## config.mk

```make
export PLATFORM = sky130hd
export DESIGN_NAME = leading_count_pipe
export DESIGN_NICKNAME = d
export VERILOG_FILES = /design/src/rtl/leading_count_pipe.sv
export SDC_FILE = /design/constraint.sdc
export NUM_CORES = 1
export LEC_CHECK = 0
export ABC_AREA = 1
export CAP_MARGIN = 15
export CORE_AREA = 3 3 72 74
export CTS_CLUSTER_SIZE = 16
export DETAILED_ROUTE_END_ITERATION = 8
export DIE_AREA = 0 0 75 77
export PLACE_DENSITY_LB_ADDON = 0.08
export RECOVER_POWER = 25
export SLEW_MARGIN = 0
export SYNTH_ARGS = -nofsm -noshare
export SYNTH_HDL_FRONTEND = slang
export SYNTH_SLANG_ARGS = --single-unit
```

## constraint.sdc

```tcl
create_clock -name clk_i -period 1.6 [get_ports clk_i]
set_input_delay 0.24 -clock clk_i [delete_from_list [all_inputs] [get_ports clk_i]]
set_output_delay 0.24 -clock clk_i [all_outputs]
set_load 0.005 [all_outputs]
```

## src/rtl/leading_count_pipe.sv

```systemverilog
// Two-stage leading-zero/leading-one counter with a per-item tag and scan direction.
// Latency 2 cycles; a single global stall (advance) freezes every stage when the output is blocked.
module leading_count_pipe #(
    parameter int  WIDTH      = 32,
    parameter int  GROUP_W    = 8,
    parameter int  TAG_W      = 4,
    localparam int COUNT_BITS = $clog2(WIDTH)
) (
    input  logic                  clk_i,
    input  logic                  rst_ni,
    input  logic                  in_valid_i,
    output logic                  in_ready_o,
    input  logic [WIDTH-1:0]      data_i,
    input  logic                  ones_i,
    input  logic                  msb_first_i,
    input  logic [TAG_W-1:0]      tag_i,
    output logic                  out_valid_o,
    input  logic                  out_ready_i,
    output logic [COUNT_BITS-1:0] count_o,
    output logic                  none_o,
    output logic [TAG_W-1:0]      tag_o
);
    localparam int NG  = WIDTH / GROUP_W;
    localparam int LCW = (GROUP_W > 1) ? $clog2(GROUP_W) : 1;

    logic                      w_advance;
    logic [WIDTH-1:0]          w_scan;
    logic [NG-1:0]             w_am;
    logic [NG-1:0][LCW-1:0]    w_lc;
    logic [COUNT_BITS-1:0]     w_count;
    logic                      w_none;

    logic                      r_s1_vld;
    logic [NG-1:0]             r_s1_am;
    logic [NG-1:0][LCW-1:0]    r_s1_lc;
    logic [TAG_W-1:0]          r_s1_tag;

    logic                      r_out_vld;
    logic [COUNT_BITS-1:0]     r_count;
    logic                      r_none;
    logic [TAG_W-1:0]          r_tag;

    assign w_advance  = !r_out_vld || out_ready_i;
    assign in_ready_o = w_advance && rst_ni;

    // Reorder into scan order and flip so a matching bit is always 0.
    always_comb begin
        w_scan = '0;
        for (int i = 0; i < WIDTH; i++) begin
            w_scan[i] = (msb_first_i ? data_i[WIDTH-1-i] : data_i[i]) ^ ones_i;
        end
    end

    always_comb begin
        w_am = '1;
        w_lc = '0;
        for (int g = 0; g < NG; g++) begin
            for (int b = GROUP_W - 1; b >= 0; b--) begin
                if (w_scan[g*GROUP_W + b]) begin
                    w_am[g] = 1'b0;
                    w_lc[g] = LCW'(b);
                end
            end
        end
    end

    // Walking down means the lowest non-matching group is assigned last and wins.
    always_comb begin
        w_count = '0;
        w_none  = 1'b1;
        for (int k = NG - 1; k >= 0; k--) begin
            if (!r_s1_am[k]) begin
                w_count = COUNT_BITS'(k*GROUP_W) + COUNT_BITS'(r_s1_lc[k]);
                w_none  = 1'b0;
            end
        end
    end

    always_ff @(posedge clk_i) begin
        if (!rst_ni) begin
            r_s1_vld  <= 1'b0;
            r_out_vld <= 1'b0;
            r_count   <= '0;
            r_none    <= 1'b0;
            r_tag     <= '0;
        end else if (w_advance) begin
            r_s1_vld  <= in_valid_i;
            r_out_vld <= r_s1_vld;
            if (r_s1_vld) begin
                r_count <= w_count;
                r_none  <= w_none;
                r_tag   <= r_s1_tag;
            end
        end
    end

    always_ff @(posedge clk_i) begin
        if (in_ready_o && in_valid_i) begin
            r_s1_am  <= w_am;
            r_s1_lc  <= w_lc;
            r_s1_tag <= tag_i;
        end
    end

    assign out_valid_o = r_out_vld;
    assign count_o     = r_count;
    assign none_o      = r_none;
    assign tag_o       = r_tag;

endmodule

```

==> Word-level counts from Yosys, hierarchy flattened <==
Cells that the tools add are included.
Widths: inputs -> output; s select.
{ "totals": {"in_bits": 42, "elab_cells": 146, "output_inout_bits": 12, "register_bits": 32} }
{ "classes": {"reduce_logical": 17, "n_addsub": 3, "mux": 72, "bitwise": 32} }
{ "op_table": {"columns": ["cell", "count"], "rows": [
  ["$mux 3", 16],
  ["$mux 1", 44],
  ["$xor 1x1->1", 32],
  ["$reduce_or 7->1", 4],
  ["$mux 5", 4],
  ["$mux 2", 8],
  ["$reduce_or 4->1", 4],
  ["$reduce_or 2->1", 4],
  ["$add 4x3->5 const A", 1],
  ["$add 4x4->5 const A", 1],
  ["$add 5x3->5 const A", 1],
  ["$logic_and 1x1->1", 2],
  ["$reduce_and 2->1", 1],
  ["$logic_not 1->1", 1],
  ["$logic_or 1x1->1", 1]
]} }

==> Logic depth before layout (Yosys ltp) <==
Gate-level depths: netlist (run 1).
{ "logic_depth": {"ltp_word": 9, "ltp_mapped": 13, "ltp_nobuf": 11} }

==> Least setup slack after synthesis (run 1) <==
OpenSTA, ideal clock, no wires.
{ "synth_path": {"path_type": "register -> register", "startpoint": "register r_out_vld, in the netlist out_valid_o", "endpoint": "register r_s1_am[0], enable pin", "n_path_buf": 0, "path_stages_with_launch": 6, "arrival_ns": 1.027, "setup_slack_ns": 0.198, "setup_ns": 0.375, "required_ns": 1.225, "synth_period_minus_slack_ns": 1.402, "cell_sequence": "dfxtp_1 -> inv_1 -> nor2_1 -> nor2_1 -> nand2_1 -> inv_1"} }
{ "synth_via": {"elab_chain_len": 4} }
{ "synth_rtl": {"columns": ["item", "line", "rtl"], "rows": [
  ["from (decl)", "38", "logic r_out_vld;"],
  ["from (signal assigned)", "88", "r_out_vld <= r_s1_vld;"],
  ["$logic_not 1->1", "43", "assign w_advance = !r_out_vld || out_ready_i;"],
  ["$logic_or 1x1->1", "43", null],
  ["$logic_and 1x1->1", "44", "assign in_ready_o = w_advance && rst_ni;"],
  ["via in_ready_o", "12", "output logic in_ready_o,"],
  ["$logic_and 1x1->1", "98", "if (in_ready_o && in_valid_i) begin"],
  ["to (signal assigned)", "99", "r_s1_am <= w_am;"],
  ["to (decl)", "34", "logic [NG-1:0] r_s1_am;"]
]} }
The timed path passes the listed nets, and every way through them passes these cells.
A chain may end at the register's enable or synchronous reset.

==> Final worst setup path (run 1) <==
{ "layout_path": {"startpoint": "input port out_ready_i", "endpoint": "output port in_ready_o"} }
{ "layout_via": {"elab_chain_len": 2} }
{ "layout_rtl": {"columns": ["item", "line", "rtl"], "rows": [
  ["from (decl)", "18", "input logic out_ready_i,"],
  ["$logic_or 1x1->1", "43", null],
  ["$logic_and 1x1->1", "44", null],
  ["to (decl)", "12", null]
]} }
No other way between the ends.

==> results of run 1 <==
-- synthesized netlist by cell type (all sizes together) --
library cell | instances | area, um2
a21boi | 4 | 30.03
a21oi | 13 | 72.57
a31oi | 3 | 18.77
a41oi | 1 | 8.760
and2 | 4 | 25.02
buf | 11 | 88.83
clkbuf | 3 | 11.26
clkinv | 1 | 3.750
dfxtp | 12 | 240.2
edfxtp | 20 | 600.6
inv | 28 | 105.1
nand2 | 125 | 469.2
nand3 | 27 | 135.1
nor2 | 25 | 93.84
nor3 | 5 | 45.04
o2111ai | 1 | 8.760
o21ai | 26 | 145.1
o31ai | 1 | 7.510
xor2 | 20 | 175.2
-- what timing repair did --
| action | 4_1_cts | 5_1_grt |
|---|---|---|
| endpoints found under the setup margin | 17 | 2 |
| gates cloned | 0 | 1 |
| hold buffers | 0 | 0 |
| pin swaps | 0 | 0 |
| resized for setup | 3 | 2 |
-- kinds of logic after synthesis --
kind of cell | after synthesis | share of synthesized area, %
buffers and inverters | 43 | 9.145
XOR/XNOR | 20 | 7.667
AND/OR/NAND/NOR | 186 | 33.63
AO/OA/AOI/OAI | 49 | 12.76
flip-flops | 32 | 36.80
-- sequential cells by signal, summed over array words and instances (netlist names) --
register / flops
tag_o: 4
none_o: 1
r_s1_vld: 1
out_valid_o: 1
r_s1_am: 4
r_s1_tag: 4
r_s1_lc: 12
count_o: 5
-- path summary, 6_finish.rpt --
kind / startpoint / endpoint / slack (ns) / cells past startpoint
max: out_ready_i / in_ready_o / 0.07 / 4
min: count_o[4] / count_o[4] / 0.47 / 2
max reg2reg: out_valid_o / tag_o[0] / 0.42 / 6
min reg2reg: count_o[4] / count_o[4] / 0.47 / 2
-- worst register-to-register path: stages (launching register included) --
cell and delay, ns:
dfxtp_1 0.32, inv_1 0.04, nor2_1 0.16, nor2_1 0.09
clkbuf_2 0.19, o21ai_0 0.21, nor2_1 0.06
-- placed cells by master, fill, tap and decap left out, types with 2 or more instances in the layout --
master and n:
a21oi_2 2, a21boi_1 3, dfxtp_1 12, clkbuf_1 3
edfxtp_1 20, buf_4 9, a21oi_1 11, buf_12 3
and2_1 4, o21ai_0 18, clkinv_1 2, a31oi_1 3
nand3_1 27, dlygate4sd3_1 6, nor2_1 25, o21ai_1 4
inv_1 26, xor2_1 20, nor3_2 4, nand2_1 125
inv_2 2, o21ai_2 4, clkdlybuf4s50_1 45, clkbuf_8 5
-- routing by layer --
| layer | track usage (%) | vias up |
|---|---|---|
| li1 | - | 1187 |
| met1 | 22.17 | 933 |
| met2 | 28.92 | 47 |
| met3 | 3.539 | 7 |
| met4 | 5.338 | 0 |
| met5 | 0 | - |
-- per-stage QoR --
step	setup TNS [ns]	total power [uW]	cells	worst slack, ns	cell area [um2]
3_5_place_dp	-6.362	1584	438	-0.4624	2933
2_1_floorplan	0	1334	330	0.1977	2285
3_3_place_gp	-5.715	1575	438	-0.4031	2933
5_1_grt	-0.008512	2276	447	-0.008512	3034
6_report	0	2138	447	0.06740	3034
4_1_cts	0	2158	446	0.1482	3014
-- power by group through the flow --
| stage | logic, uW | registers [uW] | clock network, uW |
|---|---|---|---|
| after floorplan | 369 | 965 | 0 |
| after global routing | 701 | 954 | 621 |
| final | 619 | 950 | 568 |
| after global placement | 608 | 967 | 0 |
| after detailed placement | 616 | 968 | 0 |
| after CTS | 618 | 950 | 589 |
-- cell type report --
cell class              instances  area, um2  area share (%)
clock buffers                   7      76.32           2.515
clock inverters                 1      3.754          0.1237
inverters                      29      108.9           3.588
multi-input cells             255       1235           40.70
flip-flops and latches         32      840.8           27.71
well taps                      54      67.56           2.227
repair buffers                 69      701.9           23.13
==> key figures, run 1 <==
Outcome
  – Outcome: completed

Critical path
  – CP startpoint kind: primary input
  – CP top delay family: buffers and inverters
  – Required time worst endpoint: 1.36 ns
  – Most used cell along the critical path: nor2_1
  – CP endpoint kind: output pin
  – Worst EP arrival: 1.29 ns
  – Crit path kind: primary input to output pin
  – Bufs and invs on worst path: 2
  – CP Max Fanout: 3
  – Crit-path cells: dlygate4sd3_1 -> nor2_1 -> nor2_1 -> dlygate4sd2_1
  – Worst path max stage delay: 0.53 ns
  – Critical path's slowest cell: dlygate4sd3_1

Detailed routing
  – Uppermost routed layer: met4
  – Routed length on met2: 2.380 mm
  – Met3 WL post-DR: 170 um
  – Via density per instance: 4.864
  – TritonRoute pass-1 iters: 4
  – Met1 wire length: 2.221 mm
  – DRC violations left: 0
  – Total number of vias: 2174
  – DRT iter0 DRCs: 69
  – Drt wl/cell: 10.86 um
  – Final wirelength: 4.854 mm
  – Routed Antenna Nets: 0

Power
  – Switching part of the total: 28.27%
  – Int Power: 1534 uW
  – Max VDD drop: 0.4033 mV
  – Pwr dens: 704.7 mW/mm2
  – Pleak: 0.001387 uW
  – Combinational Power Share: 29.0%
  – Clock share of power: 26.6%
  – Switch Pwr: 604.3 uW
  – Seq pwr share: 44.4%

Synth
  – Post-synthesis net count: 372
  – Avg Inst Size Synth: 6.923 um2
  – Yosys warnings: 0
  – Distinct cells, synth: 27
  – Yosys reg bits: 32
  – Synth Instances: 330
  – Cell area after synthesis: 0.002285 mm2
  – Sequential cell area fraction in the yosys report: 36.80%

Placed design
  – Post-DP HPWL: 3.690 mm
  – Port Buffer Count: 53
  – Routability Congestion: 0.8183

Clock tree
  – CTS root buffer: clkbuf_8
  – CTS clk-pin slew, worst paths: 0.06 ns
  – TritonCTS clock tree: done
  – Clock latency at the later pin of the worst-skew pair: 0.28 ns
  – Clk sinks: 32
  – Maximum clock path buffer count: 2
  – Num CTS Buffers: 5
  – CTS H-Tree Depth: 2
  – Setup bufs post-CTS: 0

Finish
  – FILL cells: 428
  – Area grow syn2layout: 32.80%
  – Final net count: 434
  – Ant diodes: 0
  – Layout cells sized above 1: 8.142%
  – Final Util: 65.10%

Floorplan
  – Placeable Area: 0.004661 mm2
  – Die ar.: 0.005775 mm2
  – Rows: 25
  – Die Ht: 77 um
  – Die width: 75 um
  – Initial Util: 49.02%
  – Boundary Pins: 54

Flow run
  – Max cap viols: 0

Global routing
  – GRT Overall Usage: 17.39%
  – Gr ovfl total: 0
  – Largest net degree at the start of global routing: 31
  – Initial antenna violation count: 0
  – First-pass GRT wire length: 7.997 mm
  – Vias in the first global route: 1901

STA
  – WHS: 0.4685 ns
  – Final Cycle Share: 95.79%
  – Hold Fails Final Rpt: 0
  – # setup viols final: 0
  – Slew headroom: 84.03%
  – Fmax achieved: 652.5 MHz
  – Slew Limit Fails: 0
  – Worst-Margin Slew: 0.2371 ns
  – Skew final: 0.004598 ns
  – Tmin final: 1.533 ns

Min path
  – Worst min-delay path class: flop to flop
Power figures use the tool's default switching activity.
==> run 2, diff against run 1 <==
Settings changed: CELL_PAD_IN_SITES_DETAIL_PLACEMENT set to 0, CELL_PAD_IN_SITES_GLOBAL_PLACEMENT set to 1, CORE_AREA 3 3 72 74 to 3 3 85 87, DIE_AREA 0 0 75 77 to 0 0 88 90.
==> run 2 against run 1 <==
Against the previous run: power grew 7.6%; hold slack worse by 0.0094 ns; wire length increased by 5.3%; critical endpoint unchanged; highest routed layer unchanged.
==> key figures, run 2 (synthesis gave the netlist of run 1 again) <==
Outcome
  – Outcome: completed

Finish
  – Final net count: 435 (+0.23%)
  – Register Area: 840.8 um2 (unchanged)
  – Layout cells sized above 1: 8.376% (+0.23 points)
  – Layout Cells excl Fill: 471 (+5.4%)
  – Area grow syn2layout: 35.38%
  – Most frequent cells in the layout: nand2_1, clkdlybuf4s50_1, inv_1, nand3_1, nor2_1
  – Largest register FFs: 12 (unchanged)
  – Commonest non-fill, non-tap cell in the layout: nand2_1
  – Area occupied by multi-input gates: 0.001235 mm2 (unchanged)
  – FILL cells: 676 (+58%)
  – Largest Register: r_s1_lc
  – Ant diodes: 0 (unchanged)
  – Final Util: 48.16% (-17 points)

Global routing
  – First-pass GRT wire length: 8.652 mm (+8.2%)
  – Initial antenna violation count: 0 (unchanged)
  – Largest net degree at the start of global routing: 31 (unchanged)
  – Gr ovfl total: 0 (unchanged)
  – GRT Overall Usage: 13.38% (-4.0 points)
  – Vias in the first global route: 1942 (+2.2%)

STA
  – Final Cycle Share: 96.33% (+0.55 points)
  – Slew headroom: 74.84% (-9.2 points)
  – # setup viols final: 0 (unchanged)
  – Skew final: 0.005996 ns (+0.001398 ns)
  – RSZ-0062 raised after global routing: false
  – WHS: 0.4591 ns (-0.009437 ns)
  – Hold Fails Final Rpt: 0 (unchanged)
  – Setup ws final: 0.05865 ns (-0.008748 ns)
  – Slew Limit Fails: 0 (unchanged)
  – Worst-Margin Slew: 0.3774 ns (+0.1404 ns)
  – Fmax achieved: 648.8 MHz (-0.57%)
  – Tmin final: 1.541 ns (+0.008748 ns)

Min path
  – Hold path start: count_o[4]
  – Worst hold path endpoint: count_o[4]
  – Worst min-delay path class: flop to flop
  – Cell depth of the worst min-delay path: 2 (unchanged)

Clock tree
  – TritonCTS clock tree: done
  – CTS clk-pin slew, worst paths: 0.06 ns (about the same)
  – CTS H-Tree Depth: 2 (unchanged)
  – Cts hold-fix bufs: 0 (unchanged)
  – Maximum clock path buffer count: 2 (unchanged)
  – Clock latency at the later pin of the worst-skew pair: 0.28 ns (about the same)
  – Clk sinks: 32 (unchanged)
  – Num CTS Buffers: 5 (unchanged)
  – CTS root buffer: clkbuf_8

Critical path
  – Required time worst endpoint: 1.36 ns (about the same)
  – Worst path max stage delay: 0.53 ns (about the same)
  – Bufs and invs on worst path: 2 (unchanged)
  – CP top delay family: buffers and inverters
  – Reg2Reg Setup Slack: 0.34 ns (-0.08 ns)
  – Critical path's slowest cell: dlygate4sd3_1
  – Reg2reg path depth: 6 (unchanged)
  – Most used cell along the critical path: nor2_1
  – CP endpoint kind: output pin
  – CP Max Fanout: 3 (unchanged)
  – Launching point of the worst reg2reg path: out_valid_o
  – Worst EP arrival: 1.30 ns (about the same)
  – RR Endpoint: count_o[4]
  – CP startpoint kind: primary input
  – Crit-path cells: dlygate4sd3_1 -> nor2_1 -> nor2_1 -> dlygate4sd2_1
  – Crit path kind: primary input to output pin

Detailed routing
  – Drt wl/cell: 10.85 um (about the same)
  – Total number of vias: 2162 (-0.55%)
  – Via density per instance: 4.590 (-5.6%)
  – TritonRoute pass-1 iters: 4 (unchanged)
  – DRT iter0 DRCs: 44 (-36%)
  – DRC violations left: 0 (unchanged)
  – Final wirelength: 5.111 mm (+5.3%)
  – Routed Antenna Nets: 0 (unchanged)

Flow run
  – Max cap viols: 0 (unchanged)

Floorplan
  – Die Ht: 90 um (+17%)
  – Die width: 88 um (+17%)
  – Boundary Pins: 54 (unchanged)
  – Die ar.: 0.007920 mm2 (+37%)
  – Rows: 29 (+16%)
  – Initial Util: 35.57% (-13 points)
  – Placeable Area: 0.006422 mm2 (+38%)

Placed design
  – Pre-CTS setup slack: -0.3615 ns (+0.1009 ns)
  – Port Buffer Count: 53 (unchanged)
  – Placed Instances: 462 (+5.5%)
  – Routability Congestion: 0.7507 (-8.3%)
  – Post-DP HPWL: 4.081 mm (+11%)

Power
  – Switch Pwr: 612.2 uW (+1.3%)
  – Total power: 2301 uW (+7.6%)
  – Switching part of the total: 26.60% (-1.7 points)
  – Seq pwr share: 41.3% (-3.1 points)
  – Pleak: 0.001405 uW (+1.3%)
  – Pwr dens: 744.0 mW/mm2 (+5.6%)
  – Clock share of power: 31.6% (+5.0 points)
  – Int Power: 1689 uW (+10%)
  – Max VDD drop: 0.2558 mV (-37%)
  – Combinational Power Share: 27.1% (-1.9 points)
run 2: changes by cell type in the layout (fill, tap and decap cells not counted), sizes merged:
cell / before / now
clkdlybuf4s15: 1 / 0
buf: 13 / 15
clkinv: 2 / 3
bufinv: 0 / 1
clkbuf: 10 / 7
dlygate4sd2: 1 / 2
run 2: metrics by stage:
| step | area (um2) | setup TNS (ns) |
|---|---|---|
| 3_3_place_gp | 2982 | -5.108 |
| 5_1_grt | 3093 | 0 |
| 4_1_cts | 3097 | 0 |
| 3_5_place_dp | 2982 | -5.323 |
| 6_report | 3093 | 0 |
| 2_1_floorplan | 2285 | 0 |
run 2: worst max path at each step:
stage	end	start	slack [ns]	cells after the start
6_report	in_ready_o	out_ready_i	0.06	4
5_1_grt	in_ready_o	out_ready_i	0.006	4
3_3_place_gp	r_s1_lc[11]	msb_first_i	-0.34	8
3_5_place_dp	r_s1_lc[11]	msb_first_i	-0.36	8
2_1_floorplan	r_s1_am[0]	out_valid_o	0.20	5
4_1_cts	r_s1_lc[4]	ones_i	0.11	8
run 2: routing by layer:
layer | track usage, % | wire, um | vias up
met5 | 0 | 0 | -
met4 | 3.836 | 51 | 0
met3 | 2.559 | 215 | 6
met2 | 22.24 | 2417 | 41
met1 | 17.38 | 2427 | 925
li1 | - | - | 1190
run 2: power by group through the flow:
stage	Sequential, uW	Clock, uW	Combinational, uW
floorplan	965	0	369
global placement	966	0	630
detailed placement	968	0	632
CTS	950	756	639
global route	952	792	711
finish	949	728	624
run 2: area by class of cell:
cell class | instances | share of cell area [%]
inverters | 29 | 3.519
clock buffers | 5 | 2.225
flip-flops and latches | 32 | 27.18
repair buffers | 70 | 22.82
well taps | 77 | 3.115
clock inverters | 3 | 1.214
multi-input cells | 255 | 39.93
run 2: worst min-delay path: cells and delay by family, from the launching register on:
family          cells  cell delay [ns]
simple gates        1             0.06
flops               1             0.31
compound gates      1             0.05
run 2: what timing repair did:
action	CTS	global route
hold endpoints to repair	0	0
setup endpoints to repair	13	0
setup buffers	1	0
gates resized for setup	3	0
